## config.mk

```make
export PLATFORM = sky130hd
export DESIGN_NAME = seq_addsub
export DESIGN_NICKNAME = d
export VERILOG_FILES = /design/src/rtl/seq_addsub_pkg.sv /design/src/rtl/seq_addsub_rca_chunk.sv /design/src/rtl/seq_addsub.sv
export SDC_FILE = /design/constraint.sdc
export NUM_CORES = 1
export LEC_CHECK = 0
export ABC_AREA = 0
export CORE_UTILIZATION = 49
export CTS_CLUSTER_DIAMETER = 120
export DETAILED_ROUTE_END_ITERATION = 8
export GPL_TIMING_DRIVEN = 0
export PLACE_DENSITY = 0.76
export SLEW_MARGIN = 25
export SYNTH_ARGS = -nofsm -noshare
export SYNTH_HDL_FRONTEND = slang
export SYNTH_SLANG_ARGS = --single-unit
```

## constraint.sdc

```tcl
create_clock -name clk -period 8.8 [get_ports clk]
set_clock_uncertainty 0.15 [all_clocks]
set_input_delay 2.64 -clock clk [delete_from_list [all_inputs] [get_ports clk]]
set_output_delay 2.64 -clock clk [all_outputs]
set_load 0.02 [all_outputs]
```

## src/rtl/seq_addsub_pkg.sv

```systemverilog
// rtl/seq_addsub_pkg.sv - shared FSM state type and constant helpers for the chunked adder
package seq_addsub_pkg;

  typedef enum logic [1:0] {
    S_IDLE = 2'd0,
    S_RUN  = 2'd1,
    S_DONE = 2'd2
  } state_e;

  // Ceiling log2 evaluated at elaboration to size the chunk counter.
  function automatic int clog2(input int value);
    int r;
    r = 0;
    while ((1 << r) < value) r = r + 1;
    return r;
  endfunction

endpackage

```

## src/rtl/seq_addsub_rca_chunk.sv

```systemverilog
// rtl/seq_addsub_rca_chunk.sv - combinational CHUNK-bit ripple-carry adder slice
module rca_chunk #(
  parameter int CHUNK = 8
) (
  input  logic [CHUNK-1:0] a,
  input  logic [CHUNK-1:0] b,
  input  logic             cin,
  output logic [CHUNK-1:0] s,
  output logic             cout,
  output logic             c_msb
);

  logic [CHUNK:0] c;

  always_comb begin
    c    = '0;
    s    = '0;
    c[0] = cin;
    for (int i = 0; i < CHUNK; i++) begin
      s[i]   = a[i] ^ b[i] ^ c[i];
      c[i+1] = (a[i] & b[i]) | (a[i] & c[i]) | (b[i] & c[i]);
    end
  end

  // c_msb is the carry entering the top bit; the top-level overflow needs it.
  assign cout  = c[CHUNK];
  assign c_msb = c[CHUNK-1];

endmodule

```

## src/rtl/seq_addsub.sv

```systemverilog
// rtl/seq_addsub.sv - multi-cycle add/subtract, CHUNK bits per cycle LSB first, start/done handshake
module seq_addsub
  import seq_addsub_pkg::*;
#(
  parameter int WIDTH = 32,
  parameter int CHUNK = 8
) (
  input  logic             clk,
  input  logic             rst_n,
  input  logic             start,
  input  logic [WIDTH-1:0] a,
  input  logic [WIDTH-1:0] b,
  input  logic             cin,
  input  logic             sub,
  output logic             busy,
  output logic             done,
  output logic [WIDTH-1:0] s,
  output logic             cout,
  output logic             ovf
);

  localparam int N  = WIDTH / CHUNK;
  localparam int CW = (clog2(N) < 1) ? 1 : clog2(N);

  generate
    if ((WIDTH % CHUNK) != 0) begin : g_bad_chunk
      $error("seq_addsub: CHUNK must divide WIDTH");
    end
  endgenerate

  state_e           state_q, state_d;
  logic [CW-1:0]    cnt_q, cnt_d;
  logic [WIDTH-1:0] a_q, a_d;
  logic [WIDTH-1:0] b_q, b_d;
  logic [WIDTH-1:0] res_q, res_d;
  logic [WIDTH-1:0] s_q, s_d;
  logic             carry_q, carry_d;
  logic             cout_q, cout_d;
  logic             ovf_q, ovf_d;

  logic [CHUNK-1:0] sum_chunk;
  logic             chunk_cout;
  logic             chunk_cmsb;
  logic [WIDTH-1:0] res_shift;
  logic             last;

  rca_chunk #(.CHUNK(CHUNK)) u_rca (
    .a     (a_q[CHUNK-1:0]),
    .b     (b_q[CHUNK-1:0]),
    .cin   (carry_q),
    .s     (sum_chunk),
    .cout  (chunk_cout),
    .c_msb (chunk_cmsb)
  );

  assign last = (cnt_q == CW'(N - 1));

  // Each new chunk enters at the top, so after N shifts chunk 0 sits at bit 0.
  assign res_shift = (res_q >> CHUNK) | (WIDTH'(sum_chunk) << (WIDTH - CHUNK));

  always_comb begin
    state_d = state_q;
    cnt_d   = cnt_q;
    a_d     = a_q;
    b_d     = b_q;
    res_d   = res_q;
    s_d     = s_q;
    carry_d = carry_q;
    cout_d  = cout_q;
    ovf_d   = ovf_q;
    unique case (state_q)
      S_IDLE, S_DONE: begin
        if (start) begin
          state_d = S_RUN;
          cnt_d   = '0;
          a_d     = a;
          b_d     = b ^ {WIDTH{sub}};
          carry_d = cin ^ sub;
        end else begin
          state_d = S_IDLE;
        end
      end
      S_RUN: begin
        a_d     = a_q >> CHUNK;
        b_d     = b_q >> CHUNK;
        carry_d = chunk_cout;
        res_d   = res_shift;
        cnt_d   = cnt_q + CW'(1);
        if (last) begin
          state_d = S_DONE;
          cnt_d   = '0;
          s_d     = res_shift;
          cout_d  = chunk_cout;
          ovf_d   = chunk_cmsb ^ chunk_cout;
        end
      end
      default: state_d = S_IDLE;
    endcase
  end

  always_ff @(posedge clk) begin
    if (!rst_n) begin
      state_q <= S_IDLE;
      cnt_q   <= '0;
      a_q     <= '0;
      b_q     <= '0;
      res_q   <= '0;
      s_q     <= '0;
      carry_q <= 1'b0;
      cout_q  <= 1'b0;
      ovf_q   <= 1'b0;
    end else begin
      state_q <= state_d;
      cnt_q   <= cnt_d;
      a_q     <= a_d;
      b_q     <= b_d;
      res_q   <= res_d;
      s_q     <= s_d;
      carry_q <= carry_d;
      cout_q  <= cout_d;
      ovf_q   <= ovf_d;
    end
  end

  assign busy = (state_q == S_RUN);
  assign done = (state_q == S_DONE);
  assign s    = s_q;
  assign cout = cout_q;
  assign ovf  = ovf_q;

endmodule

```

==> results of run 1 <==
-- kinds of logic after synthesis --
family	synth area share, %
adder cells (fa/ha/maj)	3.107
flip-flops	45.76
buffers and inverters	6.080
AO/OA/AOI/OAI	23.78
XOR/XNOR	5.359
AND/OR/NAND/NOR	15.92
-- tightest hold or removal path, cell delays in order, from the launching register on --
cell	delay, ns
dfxtp_1	0.30
nand2_1	0.04
a21boi_0	0.06
-- cell usage in the layout (no fill, tap or decap) --
| cell type | instances |
|---|---|
| nand2_1 | 128 |
| dfxtp_1 | 127 |
| clkdlybuf4s50_1 | 102 |
| a21boi_0 | 96 |
| nand3_1 | 65 |
| a22oi_1 | 48 |
| xor2_1 | 32 |
| buf_2 | 27 |
| clkbuf_1 | 25 |
| a21boi_1 | 22 |
| clkbuf_16 | 17 |
| fa_1 | 8 |
| inv_1 | 7 |
| buf_4 | 6 |
| o211a_1 | 5 |
| buf_6 | 4 |
| bufinv_16 | 4 |
| nor2b_1 | 3 |
| clkbuf_8 | 3 |
| nand2b_1 | 2 |
| and2_1 | 2 |
| xnor2_1 | 2 |
| inv_2 | 1 |
| and3b_1 | 1 |
| nand3b_1 | 1 |
| buf_1 | 1 |
| o22ai_1 | 1 |
| nor3_2 | 1 |
| o21a_1 | 1 |
| clkbuf_4 | 1 |
| o21ai_0 | 1 |
| nor4b_1 | 1 |
| a31oi_1 | 1 |
| ha_1 | 1 |
| clkinvlp_4 | 1 |
-- flip-flops by register name, indices dropped and copies added, names as in the netlist --
signal / flops
s: 32
state_q: 2
ovf: 1
b_q: 32
carry_q: 1
cout: 1
res_q: 24
cnt_q: 2
a_q: 32
-- power by group through the flow --
stage	combinational (mW)	sequential, mW	clock, mW
after floorplan	0.102	0.626	0
after global placement	0.160	0.631	0
after detailed placement	0.164	0.632	0
after CTS	0.166	0.620	0.736
after global routing	0.183	0.623	0.764
final	0.165	0.620	0.732
-- final timing paths --
path / start / to / slack (ns)
hold reg to reg: s[4] / s[4] / 0.31
setup reg to reg: a_q[0] / s[31] / 4.81
hold / removal: s[4] / s[4] / 0.31
setup / recovery: state_q[0] / busy / 3.82
-- area by class of cell --
| class | instances | share of cell area [%] |
|---|---|---|
| clock buffer | 26 | 6.638 |
| inverter | 8 | 0.4075 |
| buffer | 58 | 4.177 |
| sequential | 127 | 34.50 |
| multi-input combinational | 422 | 36.32 |
| clock inverter | 5 | 1.732 |
| timing repair buffer | 102 | 13.85 |
| tap | 140 | 2.377 |
-- layer usage --
metal / vias up / wire [um]
met2: 151 / 6897
met5: - / 0
met1: 2226 / 5651
met3: 39 / 643
li1: 2354 / -
met4: 0 / 459
-- stage by stage --
| stage | cells | utilization, % | setup WS (ns) | total power, mW |
|---|---|---|---|---|
| 6_report | 888 | 67.39 | 3.818 | 1.518 |
| 5_1_grt | 888 | 67.39 | 3.738 | 1.570 |
| 4_1_cts | 888 | 67.39 | 3.804 | 1.522 |
| 3_5_place_dp | 857 | 61.75 | 4.247 | 0.7964 |
| 3_3_place_gp | 857 | 61.75 | 4.272 | 0.7909 |
| 2_1_floorplan | 615 | - | 5.058 | 0.7280 |
==> impl_results.md, run 1 <==
- Status: finished clean
- Critical Path End Type: output port
- Post-CTS resize count: 0
- Chip Width: between 100 and 150 um
- M2 GR Usage: between 40% and 50%
- Final nets: roughly 810
- Unique masters post-synth: 30
- Pwr/cell area: 205.9 mW/mm2
- Layout cell share with drive strength beyond 1: 8.690%
- Hold-critical path depth: 2
- Syn Area/Cell: approximately 9 um2
- Final antenna-violating net count: 0
- Max_slew headroom: ~64%
- Pre-antenna DRT Iters: 5
- Switching portion of total power: between 20 and 25%
- Post-Syn Instances: ~620
- Global-route wire length before repair: between 20000 and 25000 um
- Ant diodes: 0
- Io pins: 105
- Synth top cells by count: 128 x nand2_1, 127 x dfxtp_1, 96 x a21boi_0
- Die area: 0.01177 mm2
- Area Growth Syn to Fin: 32.63%
- #FFs+latches synth: 127
- Most frequent cell after synthesis: nand2_1
- Share of power burned in registers: approximately two fifths
- Combinational power share: between 10 and 15%
- LEAKAGE: around 2.7 nW
- Number of remaining DRC errors: 0
- Slew of the pin with the lowest slew margin: around 0.54 ns
- R2R depth: 13
- Total GRT Usage: between 20% and 30%
- Final count of pins violating max slew: 0
- Critical path type: register to output port
- Peak VDD IR: 0.0001261 V
- Syn_nets: 693
- Delay-heaviest family, CP: buffers and inverters
- Num rows: 38
- Setup repair after global routing missed its margin: false
- TritonCTS clock tree: built
- Clk slew on worst S/H paths: approximately 0.050 ns
- Hold WS: around 0.31 ns
- Crit-path max FO: 10
- Critical path's slowest cell: clkdlybuf4s50_1
- Register area: 0.002542 mm2
- Post-DR wirelength/cell: around 15 um
- Post-synth EDFFs: 0
- Hold buffer count at cts: 0
- Longest Clk Path Bufs: 2
- Final Wtd Congestion: about 0.9
- PortBufs: between 100 and 150
- Hold Path Class: register to register
- Met1 Use GR: between 20% and 30%
- Die Y: 108.5 um
- Initial antenna violation count: 0
- CTS Sinks: 127
- Fin crit share: between 50 and 60%
- Vias/cell: 5.372
- Ys Warns: 0
- Vias in the first global route: about 4700
- M3 GR Usage: under 10%
- Grt peak-use layer: met2
- Top cells by area, synth: dfxtp_1 46%, a21boi_0 13%, nand2_1 8.6%
- Synth area leader: dfxtp_1
- Core box area: between 0.01 and 0.015 mm2
- Root Driver: clkbuf_16
- Max Clk Rate: 200.7 MHz
- Ys flop type: dfxtp_1
- CP peak stage delay: ~0.62 ns
- Crit-path cells: nand2b_1, buf_4, inv_2, buf_6, buf_4, clkdlybuf4s50_1
- Overflow left after global routing: 0
- HPWL after DPL: approximately 10000 um
- Mapped Area: approximately 0.0056 mm2
- Initial Util: roughly 51%
- Fill cells: around 910
- Post-Route WL: approximately 14000 um
- CP bufs+invs: 5
- Largest net degree at the start of global routing: 17
- Area of the multi-input gates: 0.002676 mm2
- Startpoint types: register
- Placed Area: 0.006753 mm2
- Final setup vio count: 0
- Sequential fraction of the synthesis area: 45.76%
- Internal power: between 1 and 1.5 mW
- CP required: 6.01 ns
- Later-pin clock latency in the skew report: 0.41 ns
- Worst path depth: 6
- Yosys top cell area share: 45.76%
- Asr flop ratio synth: 0%
- Final setup TNS: 0 ns
- Clock share of power: between 40% and 50%
- Final hold violation count: 0
- Post-layout min period: between 4 and 5 ns
- CP dominant cell by count: buf_4
- Net switching power figure: ~0.34 mW
- Cts bufs inserted: 17
- WP data arrival: 2.19 ns
- Setup bufs post-CTS: 0
- Design area: 0.007370 mm2
- H-tree depth: 4
- Drt initial violations: roughly 220
- Max cap viols: 0
- Vias: 4770
(Power assumes the default switching activity.)
==> run 2, diff against run 1 <==
--- a/config.mk
+++ b/config.mk
@@ -6,7 +6,7 @@
 export NUM_CORES = 1
 export LEC_CHECK = 0
 export ABC_AREA = 0
-export CORE_UTILIZATION = 49
+export CORE_UTILIZATION = 47
 export CTS_CLUSTER_DIAMETER = 120
 export DETAILED_ROUTE_END_ITERATION = 8
 export GPL_TIMING_DRIVEN = 0
==> constraint.sdc (replaced) <==
create_clock -name clk -period 4.35 [get_ports clk]
set_clock_uncertainty 0.15 [all_clocks]
set_input_delay 1.305 -clock clk [delete_from_list [all_inputs] [get_ports clk]]
set_output_delay 1.305 -clock clk [all_outputs]
set_load 0.02 [all_outputs]
==> impl_results.md, run 2 (synthesis results as in run 1) <==
- Status: finished clean
- Final setup vio count: 0 (unchanged)
- CP required: 4.54 ns (-1.47 ns)
- Clock share of power: 49.1% (+0.9 points)
- Share of power burned in registers: 40.1% (-0.8 points)
- Pwr/cell area: 422.7 mW/mm2 (+110%)
- Min-Delay Endpoint: res_q[15]
- Clk slew on worst S/H paths: 0.06 ns (about the same)
- Peak VDD IR: 0.0003002 V (+140%)
- Combinational power share: 10.8% (about the same)
- TritonCTS clock tree: built
- Die area: 0.01226 mm2 (+4.2%)
- Hold_sp: res_q[15]
- Inst Count DP: 860 (+0.35%)
- Total GRT Usage: 22.69% (-2.2 points)
- Max Clk Rate: ~250 MHz
- CTS Sinks: 127 (unchanged)
- Largest net degree at the start of global routing: 17 (unchanged)
- HPWL after DPL: 10190 um (-0.87%)
- R2r endpoint: res_q[31]
- Final Wtd Congestion: 0.8489 (-3.4%)
- Root Driver: clkbuf_16
- Drt initial violations: 288 (+33%)
- WP data arrival: 4.17 ns (+1.98 ns)
- Longest Clk Path Bufs: 2 (unchanged)
- Core box area: 0.01147 mm2 (+4.9%)
- Hold-critical path depth: 2 (unchanged)
- Layout cell share with drive strength beyond 1: 9.371% (+0.68 points)
- Critical path type: register to register
- Post-DR wirelength/cell: 15.18 um (-1.3%)
- PortBufs: 102 (unchanged)
- Number of remaining DRC errors: 0 (unchanged)
- Final count of pins violating max slew: 0 (unchanged)
- Startpoint types: register
- Commonest non-fill, non-tap cell in the layout: nand2_1
- Total power: 3.127 mW (+110%)
- Reg2reg setup slack: 0.38 ns (-4.43 ns)
- Final antenna-violating net count: 0 (unchanged)
- Final std cells w/o fill: 890 (+0.23%)
- Final setup TNS: 0 ns (unchanged)
- Reg2reg start: b_q[0]
- Ant diodes: 0 (unchanged)
- R2R depth: 13 (unchanged)
- Global-route wire length before repair: 22170 um (+0.34%)
- Initial antenna violation count: 0 (unchanged)
- Commonest cells after routing, fill and taps aside: 128 x nand2_1, 127 x dfxtp_1, 102 x clkdlybuf4s50_1, 96 x a21boi_0, 65 x nand3_1
- Switching portion of total power: 22.72% (+0.27 points)
- Final hold violation count: 0 (unchanged)
- Max_slew headroom: 64.58% (+0.81 points)
- LEAKAGE: 2.733 nW (+0.58%)
- Setup bufs post-CTS: 0 (unchanged)
- Overflow left after global routing: 0 (unchanged)
- Setup repair after global routing missed its margin: false
- Max cap viols: 0 (unchanged)
- Vias/cell: 5.348 (-0.43%)
- Post-CTS resize count: 0 (unchanged)
- Chip Width: 110.7 um (+2.1%)
- Hold Path Class: register to register
- Pre-antenna DRT Iters: 5 (unchanged)
- Num rows: 39 (+2.6%)
- Post-Route WL: 13510 um (-1.0%)
- Die Y: 110.7 um (+2.1%)
- Vias: 4760 (-0.21%)
- Vias in the first global route: 4733 (+0.34%)
- Slew of the pin with the lowest slew margin: 0.5312 ns (-0.01211 ns)
- H-tree depth: 4 (unchanged)
- Critical Path End Type: register
- Crit-path max FO: 2 (-8)
- Hold buffer count at cts: 0 (unchanged)
- Internal power: 2.417 mW (+110%)
- Post-layout min period: just under 4 ns
- Hold WS: 0.3081 ns (-0.001257 ns)
- Area Growth Syn to Fin: 33.15%
- Initial Util: 48.46% (-2.4 points)
- Fin crit share: roughly nine tenths
- Cts bufs inserted: 17 (unchanged)
- Io pins: 105 (unchanged)
- Net switching power figure: 0.7104 mW (+110%)
- Later-pin clock latency in the skew report: 0.40 ns (about the same)
- Fin util: 64.52% (-2.9 points)
- Final nets: 814 (unchanged)
## run 2: worst max path at each step
stage | from | slack (ns) | cells past startpoint | to
3_3_place_gp | a_q[0] | 0.46 | 13 | s[31]
2_1_floorplan | a_q[0] | 0.62 | 13 | res_q[31]
6_report | b_q[0] | 0.38 | 13 | res_q[31]
3_5_place_dp | b_q[0] | 0.43 | 13 | s[31]
4_1_cts | b_q[0] | 0.40 | 13 | res_q[31]
5_1_grt | a_q[0] | 0.26 | 13 | res_q[31]
## run 2: metal layers
layer | global-route usage [%] | wire length, um
met5 | 0 | 0
met4 | 9.867 | 326
met3 | 4.702 | 625
met2 | 39.92 | 6825
met1 | 26.59 | 5732
## run 2: through the flow
step                      instance area, um2  setup WS, ns
after global routing                    7398        0.2567
final                                   7398        0.3755
after CTS                               7398        0.3980
after floorplan                         5557        0.6233
after detailed placement                6756        0.4338
after global placement                  6756        0.4616
## run 2: power groups by stage
stage,combinational (mW),sequential [mW],clock [mW]
5_1_grt,0.369,1.26,1.61
4_1_cts,0.336,1.25,1.55
6_report,0.337,1.25,1.54
3_5_place_dp,0.334,1.28,0
3_3_place_gp,0.325,1.28,0
2_1_floorplan,0.206,1.27,0
## run 2: cell type report
class | count | area, um2
repair buffers | 102 | 1021
flip-flops and latches | 127 | 2542
clock buffers | 19 | 452.9
multi-input cells | 422 | 2676
plain buffers | 58 | 307.8
well taps | 143 | 178.9
clock inverters | 11 | 188.9
inverters | 8 | 30.03
fillers | 937 | 4069
## run 2: critical path, cell delays in order (launching register included)
cell and delay, ns:
dfxtp_1 0.31, inv_1 0.08, fa_1 0.17, inv_1 0.05, fa_1 0.38, fa_1 0.41
fa_1 0.40, fa_1 0.41, fa_1 0.39, fa_1 0.42, inv_1 0.09, fa_1 0.43
nand2_1 0.08, o211a_1 0.15
==> run 3, diff against run 2 <==
--- a/config.mk
+++ b/config.mk
@@ -10,6 +10,7 @@
 export CTS_CLUSTER_DIAMETER = 120
 export DETAILED_ROUTE_END_ITERATION = 8
 export GPL_TIMING_DRIVEN = 0
+export MAX_ROUTING_LAYER = met4
 export PLACE_DENSITY = 0.76
 export SLEW_MARGIN = 25
 export SYNTH_ARGS = -nofsm -noshare
==> impl_results.md, run 3 (synthesis results as in run 1) <==
- Chip Width: 110.7 um (unchanged)
- Final count of pins violating max slew: 0 (unchanged)
- Area of the multi-input gates: 0.002676 mm2 (unchanged)
- Post-CTS resize count: 0 (unchanged)
- HPWL after DPL: 10190 um (unchanged)
- Status: finished clean
- Die area: 0.01226 mm2 (unchanged)
- TritonCTS clock tree: built
- R2r endpoint: res_q[31]
- Pwr/cell area: 423.1 mW/mm2 (about the same)
- Pre-antenna DRT Iters: 5 (unchanged)
- Cts bufs inserted: 17 (unchanged)
- Crit path from: b_q[0]
- Largest net degree at the start of global routing: 17 (unchanged)
- Core box area: 0.01147 mm2 (unchanged)
- Worst setup path end: res_q[31]
- Peak VDD IR: 0.0003016 V (+0.47%)
- Reg2reg start: b_q[0]
- Hold Path Class: register to register
- Initial antenna violation count: 0 (unchanged)
- Commonest non-fill, non-tap cell in the layout: nand2_1
- Layout cell share with drive strength beyond 1: 9.371% (unchanged)
- Area Growth Syn to Fin: 33.15% (unchanged)
- Post-DR wirelength/cell: 15.22 um (+0.24%)
- Initial Util: 48.46% (unchanged)
- Number of remaining DRC errors: 0 (unchanged)
- WP data arrival: 4.16 ns (about the same)
- Delay-heaviest family, CP: adder cells
- Later-pin clock latency in the skew report: 0.41 ns (about the same)
- Vias in the first global route: 4726 (-0.15%)
- Fill cells: 937 (unchanged)
- Critical path type: register to register
- CP required: 4.55 ns (about the same)
- Ant diodes: 0 (unchanged)
- PortBufs: 102 (unchanged)
- R2R depth: 13 (unchanged)
- Final setup vio count: 0 (unchanged)
- Setup bufs post-CTS: 0 (unchanged)
- Worst path depth: 13 (unchanged)
- CTS Sinks: 127 (unchanged)
- Critical Path End Type: register
- Max cap viols: 0 (unchanged)
- Final nets: 814 (unchanged)
- Drt initial violations: 282 (-2.1%)
- Vias/cell: 5.375 (+0.50%)
- Startpoint types: register
- Critical path's slowest cell: fa_1
- Io pins: 105 (unchanged)
- Post-Route WL: 13540 um (+0.24%)
- CP dominant cell by count: fa_1
- Total GRT Usage: 23.34% (+0.65 points)
- Global-route wire length before repair: 22200 um (+0.16%)
- Slew of the pin with the lowest slew margin: 0.5392 ns (+0.007951 ns)
- Fin crit share: 90.98% (-0.39 points)
- Max_slew headroom: 64.05% (-0.53 points)
- Commonest cells after routing, fill and taps aside: 128 x nand2_1, 127 x dfxtp_1, 102 x clkdlybuf4s50_1, 96 x a21boi_0, 65 x nand3_1
- Root Driver: clkbuf_16
- Final setup TNS: 0 ns (unchanged)
- Final antenna-violating net count: 0 (unchanged)
- Crit-path cells: inv_1, fa_1, inv_1, fa_1, fa_1, fa_1, fa_1, fa_1, fa_1, inv_1, fa_1, nand2_1, o211a_1
- Reg2reg setup slack: 0.39 ns (+0.02 ns)
- Setup repair after global routing missed its margin: false
- Die Y: 110.7 um (unchanged)
- LEAKAGE: 2.733 nW (unchanged)
- Max Clk Rate: 252.7 MHz (+0.43%)
- Final Wtd Congestion: 0.8623 (+1.6%)
- Hold buffer count at cts: 0 (unchanged)
- CP bufs+invs: 3 (unchanged)
- Final hold violation count: 0 (unchanged)
- CP peak stage delay: 0.43 ns (about the same)
- Overflow left after global routing: 0 (unchanged)
- Total power: 3.130 mW (about the same)
- Crit-path max FO: 2 (unchanged)
- H-tree depth: 4 (unchanged)
- Register area: 0.002542 mm2 (unchanged)
- Longest Clk Path Bufs: 2 (unchanged)
- Clk slew on worst S/H paths: 0.06 ns (about the same)
- Post-layout min period: 3.958 ns (-0.01692 ns)
- Vias: 4784 (+0.50%)
- Num rows: 39 (unchanged)
-- run 3: cell counts in the layout (fill, tap and decap cells not counted) --
Identical to the previous run, type by type.
-- run 3: area by class of cell --
type                    instances  share of cell area (%)
flip-flops and latches        127                   34.36
well taps                     143                   2.418
clock inverters                11                   2.554
multi-input cells             422                   36.17
repair buffers                102                   13.80
plain buffers                  58                   4.160
inverters                       8                  0.4059
clock buffers                  19                   6.122
-- run 3: through the flow --
| step | std cells | instance area, um2 | setup WS [ns] | util (%) | hold slack [ns] |
|---|---|---|---|---|---|
| global placement | 860 | 6756 | 0.4616 | 58.92 | 0.2960 |
| detailed placement | 860 | 6756 | 0.4338 | 58.92 | 0.2981 |
| global route | 890 | 7398 | 0.2567 | 64.52 | 0.3186 |
| CTS | 890 | 7398 | 0.3980 | 64.52 | 0.3066 |
| floorplan | 615 | 5557 | 0.6233 | - | 0.2853 |
| finish | 890 | 7398 | 0.3925 | 64.52 | 0.3085 |
-- run 3: how the worst min path moves through the flow --
stage | start | to | slack, ns | cells past startpoint
CTS | res_q[15] | res_q[15] | 0.31 | 2
floorplan | res_q[15] | res_q[15] | 0.29 | 2
finish | res_q[15] | res_q[15] | 0.31 | 2
global placement | res_q[15] | res_q[15] | 0.30 | 2
global route | res_q[15] | res_q[15] | 0.32 | 2
detailed placement | res_q[15] | res_q[15] | 0.30 | 2
-- run 3: power by group --
part           internal (mW)  switching, mW
clock                   1.04          0.501
sequential              1.22         0.0364
combinational          0.161          0.176
total                   2.42          0.713
-- run 3: worst reg2reg max path, stage by stage, from the launching register on --
cell and delay [ns]:
dfxtp_1 0.32, inv_1 0.09, fa_1 0.17, inv_1 0.05, fa_1 0.38, fa_1 0.40
fa_1 0.40, fa_1 0.41, fa_1 0.39, fa_1 0.42, inv_1 0.09, fa_1 0.43
nand2_1 0.08, o211a_1 0.14
-- run 3: per-layer routing --
layer | global-route usage [%] | wire length [um]
met5 | - | 0
met2 | 40.00 | 6832
met1 | 26.52 | 5730
met4 | 9.867 | 294
met3 | 4.647 | 685
